### src/rtl/settle_timer.sv
// Load/count/expire timer for per-vector settle delays.
// Expires while counting in the cycle the count reaches limit-1.
module settle_timer (
  input  logic       clk,
  input  logic       rst_n,
  input  logic       i_load,
  input  logic       i_en,
  input  logic [7:0] i_limit,
  output logic       o_expire
);

  logic [7:0] r_cnt;

  always_ff @(posedge clk or negedge rst_n) begin
    if (!rst_n) begin
      r_cnt <= 8'd0;
    end else if (i_load) begin
      r_cnt <= 8'd0;
    end else if (i_en) begin
      r_cnt <= r_cnt + 8'd1;
    end
  end

  assign o_expire = i_en && (r_cnt == (i_limit - 8'd1));

endmodule

### config.mk
export PLATFORM = sky130hd
export DESIGN_NAME = settle_timer
export DESIGN_NICKNAME = d
export VERILOG_FILES = /design/src/rtl/settle_timer.sv
export SDC_FILE = /design/constraint.sdc
export NUM_CORES = 1
export LEC_CHECK = 0
export ABC_CLOCK_PERIOD_IN_PS = 1900
export BUFFER_PORTS_ARGS = -buffer_cell sky130_fd_sc_hd__buf_4
export CELL_PAD_IN_SITES_DETAIL_PLACEMENT = 1
export CELL_PAD_IN_SITES_GLOBAL_PLACEMENT = 2
export CORE_UTILIZATION = 30
export DETAILED_ROUTE_END_ITERATION = 12
export GPL_TIMING_DRIVEN = 0
export PLACE_DENSITY_LB_ADDON = 0.1
export SLEW_MARGIN = 20
export SYNTH_ARGS = -nofsm -noshare
export SYNTH_HDL_FRONTEND = slang
export SYNTH_SLANG_ARGS = --single-unit
### constraint.sdc
create_clock -name clk -period 1.9 [get_ports clk]
set_clock_uncertainty 0.15 [all_clocks]
set_input_delay 0.095 -clock clk [delete_from_list [all_inputs] [get_ports clk]]
set_output_delay 0.095 -clock clk [all_outputs]
set_load 0.005 [all_outputs]
==> results by group, run 1 <==
Clock network
  – Clk root buf: clkbuf_4
  – H-tree depth: 1
  – Clock buffer depth: 2
  – TritonCTS Buffers: 3
  – CTS tree: done
  – Clk pin slew, worst setup/hold paths: 0.05 ns
  – Clk Latency, worst-skew pair: 0.25 ns
  – Sink Count: 8

Setup path
  – Critical Setup Path Class: flip-flop to output pin
  – CP required: 1.65 ns
  – CP Max Fanout: 2
  – Critical-path cell list: xnor2_1 -> nor4b_1 -> a21oi_1 -> a2111oi_4 -> buf_4
  – Crit path DAT: 1.55 ns
  – CP endpoint kind: output pin
  – Slowest-stage cell, CP: dfrtp_1
  – Max incr delay on CP: 0.39 ns
  – Startpoint types: flip-flop

Layout
  – N_diodes: 0
  – Max FFs per register: 8
  – Commonest non-fill, non-tap cell in the layout: buf_4
  – Layout cells sized above 1: 28.7%
  – Top Registers: r_cnt: 8 flops
  – Post-route cell area: 811 um2
  – Most flops, register: r_cnt
  – Fillcell total: 256
  – End-of-flow core utilization: 41.8%
  – Area growth from synthesis to layout: 31.7%
  – Final net count: 103
  – Most frequent cells in the layout: 15 x buf_4, 12 x nor2_1, 8 x xor2_1, 6 x xnor2_1, 6 x dfrtp_1

Global route
  – Antenna violations before repair: 0
  – Vias in the first global route: 502
  – All-Layer GR Usage: 14.9%
  – First-pass GRT wire length: 2210 um
  – Remaining global-route overflow: 0
  – Largest net degree at the start of global routing: 10

Placement
  – Port bufs: 10
  – Placement Setup Slack: 0.0363 ns
  – HPWL reported at the end of detailed placement: 1100 um
  – Routability congestion estimate: 0.761
  – DP Area: 724 um2

Timing
  – WHS: 0.0345 ns
  – Tmin final: 1.80 ns
  – Final setup violation count: 0
  – Slew Limit Fails: 0
  – Fmax: 557 MHz
  – Worst-Margin Slew: 0.400 ns
  – Max-Slew Margin vs Limit: 73.3%
  – Final worst-path cycle share: 94.5%
  – Final setup TNS: 0 ns
  – Final Hold Vio Count: 0
  – RSZ-0062 raised after global routing: false
  – Fin worst setup slack: 0.105 ns

Power
  – Logic pwr share: 22.9%
  – Total power density per cell area: 491 nW/um2
  – Clock Power Share: 31.5%
  – Net Sw Power: 105 uW
  – Pleak: 0.000335 uW
  – Sw Share: 26.5%
  – VDD IR max: 0.268 mV
  – Seq pwr share: 45.6%
  – P_int: 292 uW

Synthesis
  – Post-synth ARST share: 100%
  – Synth Instances: 70
  – Post-synth net total: 84
  – Syn Area/Cell: 8.79 um2
  – Most common flop cell mapped by yosys: dfrtp_1
  – Number of flops mapped to enable cells by yosys: 0
  – #FFs+latches synth: 8
  – Post-synth cell types: 27
  – Synthesized cell area: 616 um2
  – Yosys warns: 0
  – Seq/Total Area, Yosys: 32.5%

Drt
  – DRC viols: 0
  – Vias per Instance: 4.84
  – Vias: 552
  – Routed len/inst: 12.3 um
  – ANT nets after route: 0
  – DRT iter0 DRCs: 1
  – DRT Pass-1 Iters: 4
  – Wirelength, routed: 1400 um

Floorplan
  – Num ports: 13
  – Core area: 1940 um2
  – Initial Util: 31.7%
  – DIE HEIGHT: 47.3 um
  – Die ar.: 2240 um2
  – Cell Rows: 16
  – Die W: 47.3 um

Job
  – Max-cap violations: 0

Hold path
  – HP Class: input port to flip-flop

Status
  – Status: completed
-- critical path: cells and delay by family (launching register included) --
family | cells | cell delay, ns
buffers and inverters | 1 | 0.16
and+or+nand+nor | 1 | 0.24
AOI/OAI and AO/OA | 2 | 0.37
xor gates and xnor gates | 1 | 0.14
DFF | 1 | 0.39
-- metrics by stage --
stage | std cells | power, uW
floorplan | 70 | 230
global placement | 107 | 266
detailed placement | 107 | 268
CTS | 112 | 400
global route | 114 | 428
finish | 114 | 398
-- what timing repair did --
| action | 4_1_cts | 5_1_grt |
|---|---|---|
| buffers inserted | 1 | 2 |
| cloned | 0 | 0 |
| resized for setup | 0 | 8 |
| hold endpoints to repair | 8 | 0 |
| endpoints found under the setup margin | 1 | 1 |
| hold buffers | 1 | 0 |
| pin swaps | 2 | 3 |
-- cell families after synthesis --
family	share of synthesized area, %
flip-flops	32.5
adder cells (fa/ha/maj)	4.06
multiplexers	1.63
buffers and inverters	3.86
AND/OR/NAND/NOR	28.5
AO/OA/AOI/OAI	8.13
XOR/XNOR	21.3
-- Yosys cell counts, types with 2 or more instances --
master	number	area, um2
ha_1	2	25.0
nand2_1	5	18.8
nor2_1	12	45.0
xor2_1	8	70.1
a21oi_1	3	15.0
dfrtp_1	8	200
inv_1	2	7.51
xnor2_1	7	61.3
nand4_1	4	25.0
nand2b_1	2	12.5
-- per-layer routing --
metal / part of all wire, % / routed length [um] / GRT usage [%] / vias to the layer above
met5: 0 / 0 / 0 / -
met4: 1.4 / 19 / 10.3 / 0
met3: 3.4 / 48 / 1.15 / 2
met2: 52 / 723 / 24.1 / 9
met1: 43 / 606 / 18.6 / 266
li1: - / - / - / 275
-- power groups by stage --
stage / logic [uW] / registers (uW) / clock network [uW]
after floorplan: 46.8 / 184 / 0
after global placement: 79.4 / 186 / 0
after detailed placement: 81.4 / 186 / 0
after CTS: 83.4 / 183 / 134
after global routing: 102 / 182 / 143
final: 91.3 / 181 / 125
-- worst paths after layout --
kind / startpoint / endpoint / slack, ns / cells after the start
min in group asynchronous: rst_n / r_cnt[3]$_DFFE_PN0P_ / 0.05 / 2
max in group asynchronous: rst_n / r_cnt[0]$_DFFE_PN0P_ / 1.41 / 2
min reg2reg: r_cnt[7]$_DFFE_PN0P_ / r_cnt[7]$_DFFE_PN0P_ / 0.44 / 2
max: r_cnt[4]$_DFFE_PN0P_ / o_expire / 0.10 / 5
max reg2reg: r_cnt[4]$_DFFE_PN0P_ / r_cnt[7]$_DFFE_PN0P_ / 0.45 / 6
min: i_en / r_cnt[0]$_DFFE_PN0P_ / 0.03 / 3
-- area by class of cell --
class	instances	area, um2	area share [%]
repair buffers	14	108	13.3
well taps	27	33.8	4.17
clock buffers	3	22.5	2.78
flip-flops and latches	8	203	25.0
multi-input cells	57	418	51.5
plain buffers	3	18.8	2.31
inverters	2	7.51	0.926
No activity file was read; power rests on OpenSTA's default activity.
==> inputs of run 2 (changes only) <==
ABC_AREA = 1   (was unset)
ABC_CLOCK_PERIOD_IN_PS = 2350   (was 1900)
clock period = 2.35 ns   (was 1.9 ns; I/O delays follow)
==> results by group, run 2 <==
Clock network
  – Sink Count: 8
  – TritonCTS Buffers: 3
  – Clock buffer depth: 2
  – Clk Latency, worst-skew pair: 0.26 ns
  – Clk pin slew, worst setup/hold paths: 0.06 ns
  – Resize count post-CTS: 0
  – H-tree depth: 1
  – Clk root buf: clkbuf_4
  – CTS tree: done

Synthesis
  – Yosys warns: 0
  – Post-synth cell types: 23
  – Top-count cell post-synth: nand2_1
  – Post-synth top cells: 27 x nand2_1, 17 x inv_1, 15 x nand3_1
  – Post-synth net total: 121
  – Post-synth ARST share: 100%
  – Seq/Total Area, Yosys: 29.5%
  – Most common flop cell mapped by yosys: dfrtp_1
  – Post-synth top area share: 29.5%
  – Synthesized cell area: 678 um2
  – Synth Instances: 107
  – Number of flops mapped to enable cells by yosys: 0
  – Syn Area/Cell: 6.34 um2
  – Area leader, netlist: dfrtp_1
  – #FFs+latches synth: 8
  – Top post-synthesis cells by area: dfrtp_1 30%, nand2_1 15%, nand3_1 11%

Power
  – Total power density per cell area: 377 nW/um2
  – P_int: 231 uW
  – VDD IR max: 0.210 mV
  – Pleak: 0.000433 uW
  – Seq pwr share: 44.7%
  – Clock Power Share: 33.0%
  – Sw Share: 28.4%
  – Net Sw Power: 91.4 uW
  – Logic pwr share: 22.3%

Setup path
  – Delay-heaviest family, CP: buffers and inverters
  – CP required: 2.40 ns
  – FF-to-FF path depth: 5
  – Critical-path cell list: ha_1 -> nand2_1 -> inv_1 -> a211oi_1 -> dlygate4sd3_1
  – Worst Path Buf+Inv: 2
  – Slowest-stage cell, CP: dlygate4sd3_1
  – Startpoint types: flip-flop
  – CP endpoint kind: flip-flop
  – Critical Setup Path Class: flip-flop to flip-flop
  – R2r setup slk: 0.60 ns
  – CP Max Fanout: 4
  – Instance count on the critical path: 5
  – CP Launch Point: r_cnt[0]$_DFFE_PN0P_
  – Worst R2R Start: r_cnt[0]$_DFFE_PN0P_
  – Max incr delay on CP: 0.57 ns
  – Crit path DAT: 1.79 ns

Floorplan
  – Die ar.: 2450 um2
  – DIE HEIGHT: 49.5 um
  – Num ports: 13
  – Core area: 2040 um2
  – Initial Util: 33.2%
  – Die W: 49.5 um
  – Cell Rows: 16

Timing
  – Final setup TNS: 0 ns
  – Slew Limit Fails: 0
  – RSZ-0062 raised after global routing: false
  – Final worst-path cycle share: 74.3%
  – Max-Slew Margin vs Limit: 86.6%
  – Final setup violation count: 0
  – Final Hold Vio Count: 0
  – Fmax: 573 MHz
  – Tmin final: 1.75 ns
  – Worst-Margin Slew: 0.200 ns
  – WHS: 0.0148 ns

Placement
  – DP Area: 802 um2
  – Routability congestion estimate: 0.700
  – Port bufs: 12
  – HPWL reported at the end of detailed placement: 1400 um

Layout
  – Most frequent cells in the layout: 27 x nand2_1, 17 x inv_1, 15 x nand3_1, 14 x nor2_1, 12 x buf_4
  – Layout cells sized above 1: 16.8%
  – Most flops, register: r_cnt
  – Post-route cell area: 855 um2
  – Top Registers: r_cnt: 8 flops
  – Multi-input logic area: 410 um2
  – Final net count: 141
  – Max FFs per register: 8
  – Commonest non-fill, non-tap cell in the layout: nand2_1
  – Area growth from synthesis to layout: 26.0%
  – FF/Latch Area: 200 um2
  – N_diodes: 0
  – Fillcell total: 277

Drt
  – Routed len/inst: 11.2 um
  – ANT nets after route: 0
  – DRC viols: 0
  – DRT Pass-1 Iters: 2
  – Vias: 722
  – Wirelength, routed: 1710 um
  – Vias per Instance: 4.75
  – DRT iter0 DRCs: 7

Global route
  – Vias in the first global route: 738
  – All-Layer GR Usage: 16.6%
  – Largest net degree at the start of global routing: 9
  – First-pass GRT wire length: 3140 um
  – Antenna violations before repair: 0
  – Remaining global-route overflow: 0

Hold path
  – Worst Hold Launch: i_en
  – HP Class: input port to flip-flop
  – WHS Path Cells: 3

Status
  – Status: completed

Job
  – Max-cap violations: 0
## run 2: cell types whose count changed in the layout (fill, tap and decap cells not counted), sizes merged, moves of 3 or more
cell	before	now
buf	15	12
xnor2	7	3
xor2	8	1
nand2	5	28
o21ai	1	5
inv	2	18
nand3	2	15
nor2	12	16
## run 2: logic make-up (layout without fill, tap and decap cells)
family	after synthesis	in the layout	share of synthesized area, %
simple gates	63	63	40.6
flops	8	8	29.5
fa+ha+maj	2	2	3.69
compound gates	12	12	11.1
buf+inv	18	36	9.96
xor+xnor	4	4	5.17
## run 2: cell type report
type | instances | area share [%]
multi-input combinational | 81 | 48.0
sequential | 8 | 23.4
timing repair buffer | 15 | 14.1
inverter | 18 | 7.91
tap | 27 | 3.95
clock buffer | 3 | 2.64
## run 2: path summary, 6_finish.rpt
check                                  endpoint
setup reg to reg           r_cnt[2]$_DFFE_PN0P_
max in group asynchronous  r_cnt[4]$_DFFE_PN0P_
hold / removal             r_cnt[1]$_DFFE_PN0P_
hold reg to reg            r_cnt[1]$_DFFE_PN0P_
setup / recovery           r_cnt[2]$_DFFE_PN0P_
min in group asynchronous  r_cnt[3]$_DFFE_PN0P_
## run 2: what timing repair did
| item | in CTS | in global routing |
|---|---|---|
| hold endpoints to repair | 9 | 0 |
| hold buffers | 3 | 0 |
| setup buffers | 0 | 0 |
## run 2: routing by layer
layer | global-route usage (%) | up-vias | wire length, um
met3 | 0.926 | 4 | 39
li1 | - | 381 | -
met1 | 20.8 | 326 | 813
met4 | 7.14 | 0 | 27
met2 | 29.1 | 11 | 826
met5 | 0 | - | 0
## run 2: power groups by stage
| stage | sequential (uW) | clock (uW) | combinational (uW) |
|---|---|---|---|
| final | 144 | 106 | 71.8 |
| after global routing | 144 | 122 | 84.3 |
| after CTS | 144 | 110 | 72.7 |
| after detailed placement | 147 | 0 | 69.4 |
| after global placement | 146 | 0 | 67.5 |
| after floorplan | 146 | 0 | 37.6 |
## run 2: per-stage QoR
step | cells | setup WS (ns) | power (uW) | utilization [%]
CTS | 152 | 0.622 | 327 | 41.9
global placement | 146 | 0.700 | 214 | 39.3
finish | 152 | 0.604 | 322 | 41.9
floorplan | 107 | 1.07 | 183 | -
global route | 152 | 0.455 | 351 | 41.9
detailed placement | 146 | 0.665 | 216 | 39.3
## run 2: worst register-to-register path: cells and delay by family (launching register included)
kind / cells / cell delay (ns)
compound gates: 1 / 0.19
fa+ha+maj: 1 / 0.23
buf+inv: 2 / 0.63
flops: 1 / 0.41
simple gates: 1 / 0.07
